$ cat src/rtl/ramp_pwm_sched_if.sv
// Duty-command channel into the ramped PWM scheduler.
// Source owns valid/ch/duty/step; the scheduler owns ready.
interface ramp_pwm_sched_if;
  logic       cmd_valid;
  logic       cmd_ready;
  logic [1:0] cmd_ch;
  logic [6:0] cmd_duty;
  logic [3:0] cmd_step;

  modport master (
    output cmd_valid,
    output cmd_ch,
    output cmd_duty,
    output cmd_step,
    input  cmd_ready
  );

  modport slave (
    input  cmd_valid,
    input  cmd_ch,
    input  cmd_duty,
    input  cmd_step,
    output cmd_ready
  );
endinterface

$ cat src/rtl/ramp_pwm_sched.sv
// Four-channel PWM generator whose duty ramps toward a commanded
// target by a fixed step once per period, only at period boundaries.
module ramp_pwm_sched #(
  parameter int CLK_DIV = 10000,
  parameter int PERIOD  = 100
) (
  input  logic             clk,
  input  logic             reset,
  ramp_pwm_sched_if.slave  cmd,
  output logic [3:0]       pwm_out,
  output logic [3:0]       busy,
  output logic             period_start
);

  localparam logic [15:0] DIV_MAX = 16'(CLK_DIV - 1);
  localparam logic [6:0]  P_MAX   = 7'(PERIOD - 1);
  localparam logic [6:0]  P_FULL  = 7'(PERIOD);

  logic [15:0] pre;
  logic [6:0]  pcount;
  logic        tick;
  logic        boundary;
  logic        accept;
  logic [6:0]  duty_clamp;

  logic [6:0] cur [4];
  logic [6:0] tgt [4];
  logic [3:0] stp [4];

  assign tick       = (pre == DIV_MAX);
  assign boundary   = tick && (pcount == P_MAX);
  assign cmd.cmd_ready = !reset && !boundary;
  assign accept     = cmd.cmd_valid && cmd.cmd_ready;
  assign duty_clamp = (cmd.cmd_duty > P_FULL) ? P_FULL
                                              : cmd.cmd_duty;

  // 8-bit intermediates keep up/down steps from wrapping past tgt
  function automatic logic [6:0] ramp(
    input logic [6:0] c,
    input logic [6:0] t,
    input logic [3:0] s
  );
    logic [7:0] c8, t8, s8, up, dn;
    c8 = {1'b0, c};
    t8 = {1'b0, t};
    s8 = {4'b0, s};
    up = c8 + s8;
    dn = c8 - s8;
    ramp = c;
    if (s == 4'd0)
      ramp = t;
    else if (c < t)
      ramp = (up >= t8) ? t : up[6:0];
    else if (c > t)
      ramp = (c8 <= t8 + s8) ? t : dn[6:0];
  endfunction

  always_ff @(posedge clk) begin
    if (reset) begin
      pre          <= '0;
      pcount       <= '0;
      period_start <= 1'b0;
    end else begin
      pre          <= tick ? 16'd0 : pre + 16'd1;
      period_start <= boundary;
      if (tick)
        pcount <= (pcount == P_MAX) ? 7'd0 : pcount + 7'd1;
    end
  end

  always_ff @(posedge clk) begin
    for (int i = 0; i < 4; i++) begin
      if (reset) begin
        cur[i] <= '0;
        tgt[i] <= '0;
        stp[i] <= '0;
      end else begin
        if (boundary)
          cur[i] <= ramp(cur[i], tgt[i], stp[i]);
        if (accept && cmd.cmd_ch == 2'(i)) begin
          tgt[i] <= duty_clamp;
          stp[i] <= cmd.cmd_step;
        end
      end
    end
  end

  always_comb begin
    pwm_out = '0;
    busy    = '0;
    for (int i = 0; i < 4; i++) begin
      pwm_out[i] = (pcount < cur[i]);
      busy[i]    = (cur[i] != tgt[i]);
    end
  end

endmodule
$ cat src/flat_wrapper.sv
// flat-port wrapper written by rule: the top's interface ports become plain ports
module ramp_pwm_sched_flat 
#(
  parameter int CLK_DIV = 10000,
  parameter int PERIOD  = 100
)
  (clk, reset, pwm_out, busy, period_start, cmd_cmd_valid, cmd_cmd_ch, cmd_cmd_duty, cmd_cmd_step, cmd_cmd_ready);
  ramp_pwm_sched_if cmd_i ();
  input  logic clk;
  input  logic reset;
  output logic [3:0] pwm_out;
  output logic [3:0] busy;
  output logic period_start;
  input wire logic [$bits(cmd_i.cmd_valid)-1:0] cmd_cmd_valid;
  input wire logic [$bits(cmd_i.cmd_ch)-1:0] cmd_cmd_ch;
  input wire logic [$bits(cmd_i.cmd_duty)-1:0] cmd_cmd_duty;
  input wire logic [$bits(cmd_i.cmd_step)-1:0] cmd_cmd_step;
  output wire logic [$bits(cmd_i.cmd_ready)-1:0] cmd_cmd_ready;
  assign cmd_i.cmd_valid = cmd_cmd_valid;
  assign cmd_i.cmd_ch = cmd_cmd_ch;
  assign cmd_i.cmd_duty = cmd_cmd_duty;
  assign cmd_i.cmd_step = cmd_cmd_step;
  assign cmd_cmd_ready = cmd_i.cmd_ready;
  ramp_pwm_sched #(.CLK_DIV(CLK_DIV), .PERIOD(PERIOD)) u_core (.clk(clk), .reset(reset), .cmd(cmd_i), .pwm_out(pwm_out), .busy(busy), .period_start(period_start));
endmodule
$ cat config.mk
export PLATFORM = sky130hd
export DESIGN_NAME = ramp_pwm_sched_flat
export DESIGN_NICKNAME = d
export VERILOG_FILES = /design/src/rtl/ramp_pwm_sched_if.sv /design/src/rtl/ramp_pwm_sched.sv /design/src/flat_wrapper.sv
export SDC_FILE = /design/constraint.sdc
export NUM_CORES = 1
export LEC_CHECK = 0
export CAP_MARGIN = 10
export CORE_ASPECT_RATIO = 0.75
export CORE_MARGIN = 5
export CORE_UTILIZATION = 55
export CTS_CLUSTER_SIZE = 30
export DETAILED_ROUTE_END_ITERATION = 8
export DONT_BUFFER_PORTS = 1
export PLACE_DENSITY = 0.76
export SETUP_SLACK_MARGIN = 0.1
export SLEW_MARGIN = 30
export SYNTH_ARGS = -nofsm -noshare
export SYNTH_HDL_FRONTEND = slang
export SYNTH_SLANG_ARGS = --single-unit
$ cat constraint.sdc
create_clock -name clk -period 3.6 [get_ports clk]
set_input_delay 0.18 -clock clk [delete_from_list [all_inputs] [get_ports clk]]
set_output_delay 0.18 -clock clk [all_outputs]
set_load 0.01 [all_outputs]
==> Word-level counts from Yosys, hierarchy flattened <==
Memory sizes are Yosys's and may differ from the RTL's.
Cells that the tools add are included.
{ "op_classes": {"addsub": 14, "mul": 0, "n_div": 0, "order_cmp": 21, "eq_ne": 9, "shifts": 0, "n_mux": 59, "n_bitwise": 12, "n_reduce_logical": 15} }
{ "ops": {"columns": ["cell", "count"], "rows": [
  ["$mux W7", 38],
  ["$add A7 B4 Y8", 8],
  ["$lt A7 B7 Y1", 8],
  ["$ge A8 B7 Y1", 4],
  ["$le A7 B8 Y1", 4],
  ["$gt A7 B7 Y1", 4],
  ["$ne A7 B7 Y1", 4],
  ["$sub A7 B4 Y7", 4],
  ["$mux W1", 17],
  ["$add A16 B1 Y16 const B", 1],
  ["$eq A16 B14 Y1 const B", 1],
  ["$logic_not A4 Y1", 4],
  ["$mux W4", 4],
  ["$or A1 B1 Y1", 12],
  ["$add A7 B1 Y7 const B", 1],
  ["$eq A7 B7 Y1 const B", 1],
  ["$gt A7 B7 Y1 const B", 1],
  ["$logic_and A1 B1 Y1", 7],
  ["$eq A2 B2 Y1 const B", 2],
  ["$eq A2 B1 Y1 const B", 1],
  ["$logic_not A1 Y1", 2],
  ["$logic_not A2 Y1", 1],
  ["$reduce_or A2 Y1", 1]
]} }
{ "totals": {"reg_bits": 24, "latch_bits": 0, "ramBits": 72, "rom_bits": 0, "in_bits": 16, "out_inout_bits": 10, "wordCells": 136, "mem_count": 3} }
{ "mem_list": {"columns": ["memory", "words", "width", "rd", "rd_clocked_by_memory_dff", "write_ports", "line_no", "source"], "rows": [
  ["u_core.cur", 4, 7, 4, 0, 4, "ramp_pwm_sched.sv:26", "logic [6:0] cur [4];"],
  ["u_core.tgt", 4, 7, 4, 0, 4, "ramp_pwm_sched.sv:27", "logic [6:0] tgt [4];"],
  ["u_core.stp", 4, 4, 4, 0, 4, "ramp_pwm_sched.sv:28", "logic [3:0] stp [4];"]
]} }

==> Depth between registers and ports, before layout <==
Gate-level depths: netlist of the first run.
{ "logic_depth": {"word_depth": 10, "mapped_depth": 15, "ltp_nobuf": 15} }

==> Worst setup path before layout of the first run <==
No wires, ideal clock.
{ "synth_path": {"path_kind": "register to register", "startpoint": "mem u_core.cur[0][2]", "endpoint": "mem u_core.cur[0][6], data pin", "setup_ps": 266, "arrival_ps": 3100, "t_required_ps": 3334, "path_slack_ps": 234, "path_stages_with_launch": 14, "n_path_buf": 1, "period_less_slack_ps": 3366, "cell_sequence": "edfxtp_1 > ha_1 > clkbuf_1 > nand2b_1 > o311ai_2 > a31oi_1 > xnor2_1 > ha_1 > a21o_1 > a221o_1 > a31o_2 > nor4_4 > nor2b_1 > a2111oi_2"} }
{ "synth_lines": {"columns": ["element", "line_no"], "rows": [
  ["start, declared", "ramp_pwm_sched.sv:26"]
]} }

==> flow_metrics.tcl, run 1 <==
set metrics [dict create \
    vias 8321 \
    via_per_inst 6.22 \
    dr.pass1.iters 5 \
    core_area_sq_mm 0.0170 \
    slew_violations 0 \
    critPathLaunchType "flop" \
    slowest_delay_ps 410 \
    place_congestion 0.962 \
    ios 26 \
    drt_wl_total_mm 25.6 \
    final_cell_mix "ha_1, inv_1, edfxtp_1" \
    fin_cells 1338 \
    final.fill_count 1388 \
    utilization_pct 63.5 \
    endpoint_kind "flop" \
    grt-ovfl-total 0 \
    antenna_found_initial 0 \
    critical_path_arrival_ps 3520 \
    insertion_delay_ps 360 \
    cts_root_buf "clkbuf_16" \
    ys_async_sr_fraction_pct 0 \
    netlist-cell-type-count 77 \
    area_growth_pct 12.1 \
    synthFlopType "edfxtp_1" \
    drtAntennaViolNets 0 \
    finalInstanceArea_sq_mm 0.0108 \
    drive_gt1_share_pct 12.7 \
    crit_fanout 4 \
    start_util_pct 56.6 \
    grt_pass1_vias 7798 \
    synthTopCellsByArea "edfxtp_1, ha_1, dfxtp_1" \
    synth_top_area_share_pct 22.4 \
    fmax_mhz 292 \
    placed_area_sq_mm 0.0101 \
    tns_ps 0 \
    place_inst 1297 \
    synth-seq-cells 96 \
    cts_tree "yes" \
    tightest_slew_ps 932 \
    n_antenna_cell 0 \
    netlist_area_sq_mm 0.00964 \
    die_h_um 125 \
    dp_hpwl_mm 19.8 \
    grt_pass1_wl_mm 40.0 \
    row_count 41 \
    synth_edf_count 72 \
    clockBufferDepth 2 \
    worst_ep_required_time_ps 3700 \
    synth_area_per_cell_sq_um 9.20 \
    synth_fp_nets 1234 \
    drc 0 \
    clock-sinks 96 \
    wl_per_cell_um 19.2 \
    synth_top_cell_by_area "edfxtp_1" \
    cts_buffers 9 \
    path_class "flop to flop" \
    skew_ps 13.6 \
    slew_headroom_pct 37.3 \
    powerDensity_mw_per_mm2 316 \
    final_nets 1284 \
    hold_viol 0 \
    status "finished clean" \
    rsz0062_at_grt "true" \
    syn_inst 1048 \
    dieArea_sq_mm 0.0203 \
    yosysWarnings 0 \
    worst_path_max_delay_cell "edfxtp_1" \
    power.leakage_nw 4.60 \
    drtIter0Drc 671 \
    crit_chain "ha_1 -> inv_1 -> fa_1 -> nor2_2 -> o311ai_1 -> xnor2_1 -> ha_1 -> a21oi_1 -> o211a_1 -> o31a_1 -> nand2_2 -> o211a_1 -> o311a_1" \
    cts.htree.levels 3 \
    irDropWorstVdd_uv 211 \
    grt_max_degree 22 \
    clk_pin_slew_ps 80 \
    setup_violations 0 \
    fp.dieW_um 163 \
    grt_usage_pct 24.4 \
    io_buffers 0 \
    layout_commonest_cell "ha_1" \
    fin_crit_sh_pct 95.2 \
    maxCapViolations 0 \
    ys_seq_area_share_pct 27.4 \
    period_minus_slack_ps 3430 \
    hp-class "primary input to flop" \
    timing.hold.ws_ps 19.2 \
]
-- synth_stat cells, drive strengths merged, types with 24 or more instances --
cell	number
and2	28
ha	158
inv	97
nand3	32
nor2	71
dfxtp	24
nand2	39
o21ai	56
a21o	28
nor2b	24
xnor2	44
nand2b	24
a21oi	58
edfxtp	72
-- where the power goes --
group | internal, mW | switching, mW
registers | 1.24 | 0.0703
clock network | 0.466 | 0.434
logic | 0.521 | 0.680
-- stage by stage --
stage	power (mW)	setup WS (ps)
after floorplan	2.11	234
after detailed placement	2.39	25.7
after global placement	2.37	105
after global routing	3.59	26.2
after CTS	3.29	102
final	3.41	174
-- what timing repair did --
item,in CTS,in global routing
hold buffers,1,0
setup buffers,3,21
gates cloned,0,1
setup endpoints to repair,10,28
gates resized for setup,3,56
endpoints found under the hold margin,1,0
pin swaps,1,29
-- final timing paths --
| kind | to | from | slack (ps) | cells past startpoint |
|---|---|---|---|---|
| worst max-delay path | u_core.cur[1][5]$_SDFFCE_PN0P_ | u_core.stp[2][0]$_SDFFCE_PN0P_ | 170 | 13 |
| worst max register to register | u_core.cur[1][5]$_SDFFCE_PN0P_ | u_core.stp[2][0]$_SDFFCE_PN0P_ | 170 | 13 |
| worst min-delay path | u_core.stp[2][3]$_SDFFCE_PN0P_ | cmd_cmd_step[3] | 20 | 1 |
| worst min register to register | u_core.pre[0]$_SDFF_PP0_ | u_core.pre[0]$_SDFF_PP0_ | 450 | 1 |
-- routing by layer --
layer  up-vias  part of all wire (%)  global-route usage, %  wire [um]
met5         -                     0                      0          0
met4         0                   1.9                   6.51        494
met3        41                   9.4                   5.49       2410
met2       365                    43                   35.4      10900
met1      3931                    46                   36.4      11800
li1       3984                     -                      -          -
-- logic make-up (layout without fill, tap and decap cells) --
kind of cell	after synthesis	after routing	synth area share [%]
xor+xnor	65	65	5.91
mux	4	4	0.428
buf+inv	119	173	4.80
compound gates	261	261	18.8
fa+ha+maj	170	170	23.0
simple gates	333	333	19.7
flops	96	96	27.4
-- critical path: cells and delay by family, from the launching register on --
| family | cells | cell delay [ps] |
|---|---|---|
| xor gates and xnor gates | 1 | 310 |
| buffers and inverters | 1 | 50 |
| AOI/OAI and AO/OA | 6 | 1220 |
| DFF | 1 | 410 |
| adders and majority gates | 3 | 910 |
| and+or+nand+nor | 2 | 270 |
-- cell type report --
| type | instances | area, sq um | share of cell area, % |
|---|---|---|---|
| Clock buffer | 10 | 229 | 2.12 |
| Sequential cell | 96 | 2640 | 24.4 |
| Inverter | 98 | 369 | 3.41 |
| Timing Repair Buffer | 60 | 457 | 4.23 |
| Clock inverter | 5 | 33.8 | 0.313 |
| Tap cell | 236 | 295 | 2.73 |
| Multi-Input combinational cell | 833 | 6780 | 62.8 |
-- registers in the layout, indices dropped and copies added, names as in the netlist --
signal	flops
u_core.cur	28
u_core.tgt	28
u_core.pre	16
u_core.stp	16
u_core.pcount	7
u_core.period_start	1
Power figures use the tool's default switching activity.
==> inputs of run 2 (changes only) <==
--- a/config.mk
+++ b/config.mk
@@ -5,13 +5,16 @@
 export SDC_FILE = /design/constraint.sdc
 export NUM_CORES = 1
 export LEC_CHECK = 0
+export ABC_AREA = 1
 export CAP_MARGIN = 10
 export CORE_ASPECT_RATIO = 0.75
 export CORE_MARGIN = 5
 export CORE_UTILIZATION = 55
+export CTS_BUF_LIST = sky130_fd_sc_hd__clkbuf_8
 export CTS_CLUSTER_SIZE = 30
 export DETAILED_ROUTE_END_ITERATION = 8
 export DONT_BUFFER_PORTS = 1
+export GPL_TIMING_DRIVEN = 0
 export PLACE_DENSITY = 0.76
 export SETUP_SLACK_MARGIN = 0.1
 export SLEW_MARGIN = 30
==> run 2 against run 1 <==
  * First-iteration DRC count increased by 44%
  * Synthesized cell count up 37%
  * Hold slack better by 42 ps
  * Final cell count rose by 28%
  * Synthesized area increased by 6.9%
  * Die area rose by 6.4%
  * Design area is 1.8% higher
  * Critical path depth rose by 4
  * Via count up 16%
  * Critical path type unchanged
  * Largest cell class unchanged
==> flow_metrics.tcl, run 2 <==
set metrics [dict create \
    synth_edf_count 72 \
    critical_path_arrival_ps 3530 \
    dr.pass1.iters 5 \
    hold_path_depth 2 \
    antenna_found_initial 1 \
    fmax_mhz 298 \
    vias 9619 \
    drtAntennaViolNets 0 \
    final_nets 1649 \
    wl_per_cell_um 16.0 \
    io_buffers 0 \
    area_growth_pct 6.84 \
    drtIter0Drc 968 \
    tightest_slew_ps 1020 \
    drive_gt1_share_pct 5.18 \
    hold_end "u_core.tgt[1][0]$_SDFFCE_PN0P_" \
    via_per_inst 5.61 \
    setup_violations 0 \
    synth_fp_nets 1621 \
    seqPwrFrac_pct 44.3 \
    dieArea_sq_mm 0.0216 \
    fp.dieW_um 168 \
    cts_tree "yes" \
    powerDensity_mw_per_mm2 260 \
    final_cell_mix "nand2_1, inv_1, nand3_1" \
    internal_power_mw 1.81 \
    rr_startpoint "u_core.tgt[3][0]$_SDFFCE_PN0P_" \
    synthTopCellsByArea "edfxtp_1, ha_1, nand2_1" \
    slew_headroom_pct 31.4 \
    hold_start "cmd_cmd_ch[0]" \
    clock-sinks 96 \
    rsz0062_at_grt "true" \
    drc 0 \
    drt_wl_total_mm 27.4 \
    ios 26 \
    cts.htree.levels 3 \
    netlist_area_sq_mm 0.0103 \
    p_sw_mw 1.06 \
    fin_crit_sh_pct 93.2 \
    place_congestion 0.965 \
    hp-class "primary input to flop" \
    irDropWorstVdd_uv 171 \
    cts_buffers 9 \
    core_area_sq_mm 0.0185 \
    grt_pass1_vias 8809 \
    dp_hpwl_mm 21.7 \
    synth_top_area_share_pct 21.0 \
    synth_area_per_cell_sq_um 7.18 \
    power_mw 2.87 \
    regToRegSetupSlack_ps 240 \
    n_antenna_cell 0 \
    grt_pass1_wl_mm 44.6 \
    syn_inst 1435 \
    start_util_pct 55.8 \
    endpoint_kind "flop" \
    insertion_delay_ps 390 \
    synthTopCellsByCount "nand2_1, inv_1, nand3_1" \
    register_area_sq_mm 0.00264 \
    worst-r2r-cell-count 17 \
    synth-seq-cells 96 \
    path_class "flop to flop" \
    ys_seq_area_share_pct 25.7 \
    row_count 43 \
    worstReg2RegEnd "u_core.cur[1][11]$_SDFFCE_PN0P_" \
    synthFlopType "edfxtp_1" \
    status "finished clean" \
    hold_viol 0 \
    maxCapViolations 0 \
    top_regs "u_core.cur: 28 flops, u_core.tgt: 28 flops" \
    layout_commonest_cell "nand2_1" \
    synth_top_cell_by_area "edfxtp_1" \
    clk_pin_slew_ps 130 \
    final.fill_count 1671 \
    critPathLaunchType "flop" \
    worst_ep_required_time_ps 3770 \
    grt-ovfl-total 0 \
    die_h_um 129 \
    clock_power_share_pct 27.0 \
    pwr-share-comb_pct 28.7 \
    p_sw_share_pct 36.9 \
    skew_ps 23.2 \
    slew_violations 0 \
    clockBufferDepth 2 \
    netlist-cell-type-count 39 \
    multi_input_area_sq_mm 0.00662 \
    power.leakage_nw 5.76 \
    timing.hold.ws_ps 61.1 \
    yosysWarnings 0 \
    crit_fanout 7 \
    ys_async_sr_fraction_pct 0 \
    period_minus_slack_ps 3360 \
    grt_max_degree 23 \
    synth_most_common_cell "nand2_1" \
    grt_usage_pct 25.4 \
    cts_root_buf "clkbuf_8" \
]
run 2: timing repair:
action                                 4_1_cts  5_1_grt
endpoints found under the hold margin        1        0
pin swaps                                    0        1
gates cloned                                 0        0
hold buffers                                 1        0
setup endpoints to repair                    7       28
resized for setup                            2       11
setup buffers                                0       18
run 2: power groups by stage:
stage	sequential [mW]	combinational, mW	clock [mW]
final	1.27	0.823	0.775
after global routing	1.27	0.940	0.841
after CTS	1.27	0.791	0.780
after detailed placement	1.29	0.783	0
after global placement	1.29	0.754	0
after floorplan	1.27	0.609	0
run 2: metal layers:
metal	wire [um]	global-route usage, %
met2	12000	39.7
met5	0	0
met1	12700	36.7
met3	2410	5.31
met4	329	5.01
run 2: layout make-up:
cell class,count,share of cell area [%]
Inverter,253,8.63
Sequential cell,96,24.0
Clock buffer,9,1.13
Multi-Input combinational cell,1065,60.1
Clock inverter,7,0.875
Tap cell,247,2.81
Timing Repair Buffer,19,1.32
Buffer,19,1.11
run 2: cell families after synthesis:
kind of cell,count (synthesis),share of synthesized area [%]
xor+xnor,40,3.40
fa+ha+maj,170,21.5
simple gates,697,30.3
compound gates,158,8.62
buf+inv,274,10.5
flops,96,25.7
run 2: critical path, cell delays in order (launching register included):
cell	delay, ps
edfxtp_1	420
ha_1	180
inv_1	50
fa_1	400
o21ai_1	260
nand2_1	80
nor2_1	130
xor2_1	170
inv_1	60
ha_1	280
and3_1	200
nand4_1	210
buf_4	170
nand4_1	130
nand3_1	140
nand3_1	100
nand2_1	90
inv_1	40
run 2: metrics by stage:
step | instances | area [sq um] | TNS, ps | utilization (%) | worst slack [ps]
after global routing | 1715 | 11000 | 0 | 59.6 | 65.9
after global placement | 1682 | 10600 | 0 | 57.5 | 152
final | 1715 | 11000 | 0 | 59.6 | 244
after detailed placement | 1682 | 10600 | -0.311 | 57.5 | -0.311
after floorplan | 1435 | 10300 | 0 | - | 580
after CTS | 1699 | 10800 | 0 | 58.8 | 143
run 2: how the worst max path moves through the flow:
stage	start	end	slack [ps]
CTS	u_core.tgt[3][0]$_SDFFCE_PN0P_	u_core.cur[1][10]$_SDFFCE_PN0P_	140
global route	u_core.stp[1][2]$_SDFFCE_PN0P_	u_core.cur[0][12]$_SDFFCE_PN0P_	70
floorplan	u_core.stp[3][0]$_SDFFCE_PN0P_	u_core.cur[1][10]$_SDFFCE_PN0P_	580
global placement	u_core.tgt[3][0]$_SDFFCE_PN0P_	u_core.cur[1][11]$_SDFFCE_PN0P_	150
detailed placement	u_core.tgt[3][0]$_SDFFCE_PN0P_	u_core.cur[1][10]$_SDFFCE_PN0P_	-0.3
finish	u_core.tgt[3][0]$_SDFFCE_PN0P_	u_core.cur[1][11]$_SDFFCE_PN0P_	240
==> inputs of run 3 (changes only) <==
--- a/config.mk
+++ b/config.mk
@@ -9,13 +9,13 @@
 export CAP_MARGIN = 10
 export CORE_ASPECT_RATIO = 0.75
 export CORE_MARGIN = 5
-export CORE_UTILIZATION = 55
+export CORE_UTILIZATION = 50
 export CTS_BUF_LIST = sky130_fd_sc_hd__clkbuf_8
 export CTS_CLUSTER_SIZE = 30
 export DETAILED_ROUTE_END_ITERATION = 8
 export DONT_BUFFER_PORTS = 1
 export GPL_TIMING_DRIVEN = 0
-export PLACE_DENSITY = 0.76
+export PLACE_DENSITY = 0.71
 export SETUP_SLACK_MARGIN = 0.1
 export SLEW_MARGIN = 30
 export SYNTH_ARGS = -nofsm -noshare
==> run 3 against run 2 <==
  * Critical path depth is the same
  * Via count decreased by 0.95%
  * Design area decreased by 0.39%
  * Register-to-register slack gained 90 ps
  * Clock-buffer cell count up 1
  * Highest routed layer unchanged
  * Setup slack improved by 88 ps
  * Fmax is 2.7% higher
  * Sequential cell count unchanged
==> flow_metrics.tcl, run 3 (synthesized netlist as in run 2, its figures left out) <==
set metrics [dict create \
    status "finished clean" \
    worst_path_max_delay_cell "fa_1" \
    cpMostUsedCell "inv_1" \
    clk_pin_slew_ps 90 \
    tightest_slew_ps 939 \
    dp_hpwl_mm 21.5 \
    drive_gt1_share_pct 5.06 \
    ios 26 \
    cts_root_buf "clkbuf_8" \
    period_minus_slack_ps 3270 \
    seqPwrFrac_pct 46.5 \
    cts.htree.levels 3 \
    irDropWorstVdd_uv 168 \
    slew_headroom_pct 36.9 \
    pwr-share-comb_pct 30.0 \
    start_util_pct 50.8 \
    drt_wl_total_mm 27.0 \
    crit_chain "ha_1 -> inv_1 -> fa_1 -> o21ai_2 -> nand2_1 -> nor2_1 -> xor2_1 -> inv_1 -> ha_1 -> and3_1 -> nand4_1 -> buf_4 -> nand4_1 -> nand3_1 -> nand3_1 -> nand2_1 -> inv_1" \
    area_growth_pct 6.43 \
    worst-r2r-cell-count 17 \
    fin_crit_sh_pct 90.8 \
    rsz0062_at_grt "false" \
    skew_ps 10.2 \
    grt_pass1_vias 8671 \
    die_h_um 134 \
    cts_buffers 9 \
    endpoint_kind "flop" \
    setup_violations 0 \
    drtIter0Drc 951 \
    antenna_found_initial 0 \
    regToRegSetupSlack_ps 330 \
    dieArea_sq_mm 0.0236 \
    cts_tree "yes" \
    grt_usage_pct 22.6 \
    wl_per_cell_um 15.7 \
    layout_commonest_cell "nand2_1" \
    fmax_mhz 306 \
    dr.pass1.iters 5 \
    insertion_delay_ps 370 \
    drc 0 \
    via_per_inst 5.54 \
    critical_path_arrival_ps 3410 \
    vias 9528 \
    p_sw_share_pct 34.6 \
    p_sw_mw 0.942 \
    internal_power_mw 1.78 \
    utilization_pct 54.1 \
    grt_max_degree 17 \
    clockBufferDepth 2 \
    timing.hold.ws_ps 75.7 \
    place_inst 1693 \
    slew_violations 0 \
    power.leakage_nw 5.74 \
    path_class "flop to flop" \
    clock-sinks 96 \
    fin_cells 1721 \
    critPathLaunchType "flop" \
    place_congestion 0.952 \
    hold_path_depth 2 \
    top_regs "u_core.cur: 28 flops, u_core.tgt: 28 flops" \
    slowest_delay_ps 420 \
    fp.dieW_um 176 \
    row_count 45 \
    grt-ovfl-total 0 \
    drtAntennaViolNets 0 \
    final.fill_count 1963 \
    maxCapViolations 0 \
    hp-class "primary input to flop" \
    tns_ps 0 \
    worst_ep_required_time_ps 3750 \
    grt_pass1_wl_mm 43.6 \
    crit_fanout 4 \
    final_cell_mix "nand2_1, inv_1, nand3_1" \
    n_antenna_cell 0 \
    core_area_sq_mm 0.0203 \
    powerDensity_mw_per_mm2 248 \
    io_buffers 0 \
    clock_power_share_pct 23.5 \
    final_nets 1644 \
    hold_viol 0 \
]
-- run 3: final timing paths --
| kind | endpoint | from |
|---|---|---|
| setup / recovery | u_core.cur[1][11]$_SDFFCE_PN0P_ | u_core.stp[3][0]$_SDFFCE_PN0P_ |
| hold / removal | u_core.tgt[1][1]$_SDFFCE_PN0P_ | cmd_cmd_ch[0] |
| setup reg to reg | u_core.cur[1][11]$_SDFFCE_PN0P_ | u_core.stp[3][0]$_SDFFCE_PN0P_ |
| hold reg to reg | u_core.pre[0]$_SDFF_PP0_ | u_core.pre[0]$_SDFF_PP0_ |
-- run 3: routing by layer --
layer	global-route usage, %	vias to the layer above	routed length (um)
li1	-	4830	-
met1	32.7	4366	12900
met2	34.9	289	11600
met3	4.65	43	2050
met4	4.98	0	467
met5	0	-	0
-- run 3: metrics by stage --
stage                     cell area (sq um)  setup slack (ps)  total power [mW]
after CTS                             10800               108              2.71
final                                 11000               333              2.72
after global routing                  11000              91.6              2.91
after floorplan                       10300               580              1.88
after detailed placement              10600             -4.46              2.07
after global placement                10600              98.1              2.05
-- run 3: final cells by class --
type / instances / area (sq um) / share of cell area (%)
buffer: 19 / 123 / 1.12
clock buffer: 10 / 138 / 1.26
clock inverter: 6 / 36.3 / 0.331
inverter: 253 / 950 / 8.66
multi-input combinational: 1065 / 6640 / 60.6
sequential: 96 / 2640 / 24.1
tap: 258 / 323 / 2.94
timing repair buffer: 14 / 108 / 0.982
-- run 3: critical path, delay by kind of cell (launching register included) --
kind	cells	cell delay [ps]
buf+inv	4	330
flops	1	410
compound gates	1	210
xor+xnor	1	170
simple gates	8	1020
fa+ha+maj	3	920
-- run 3: power groups by stage --
stage / Clock, mW / Sequential [mW] / Combinational (mW)
global route: 0.709 / 1.27 / 0.933
finish: 0.641 / 1.27 / 0.816
floorplan: 0 / 1.27 / 0.609
detailed placement: 0 / 1.29 / 0.780
global placement: 0 / 1.29 / 0.757
CTS: 0.658 / 1.27 / 0.788
-- run 3: timing repair --
item	4_1_cts	5_1_grt
cloned	0	0
resized for setup	0	17
endpoints found under the hold margin	1	0
setup buffers	2	11
hold buffers	1	0
setup endpoints to repair	6	28
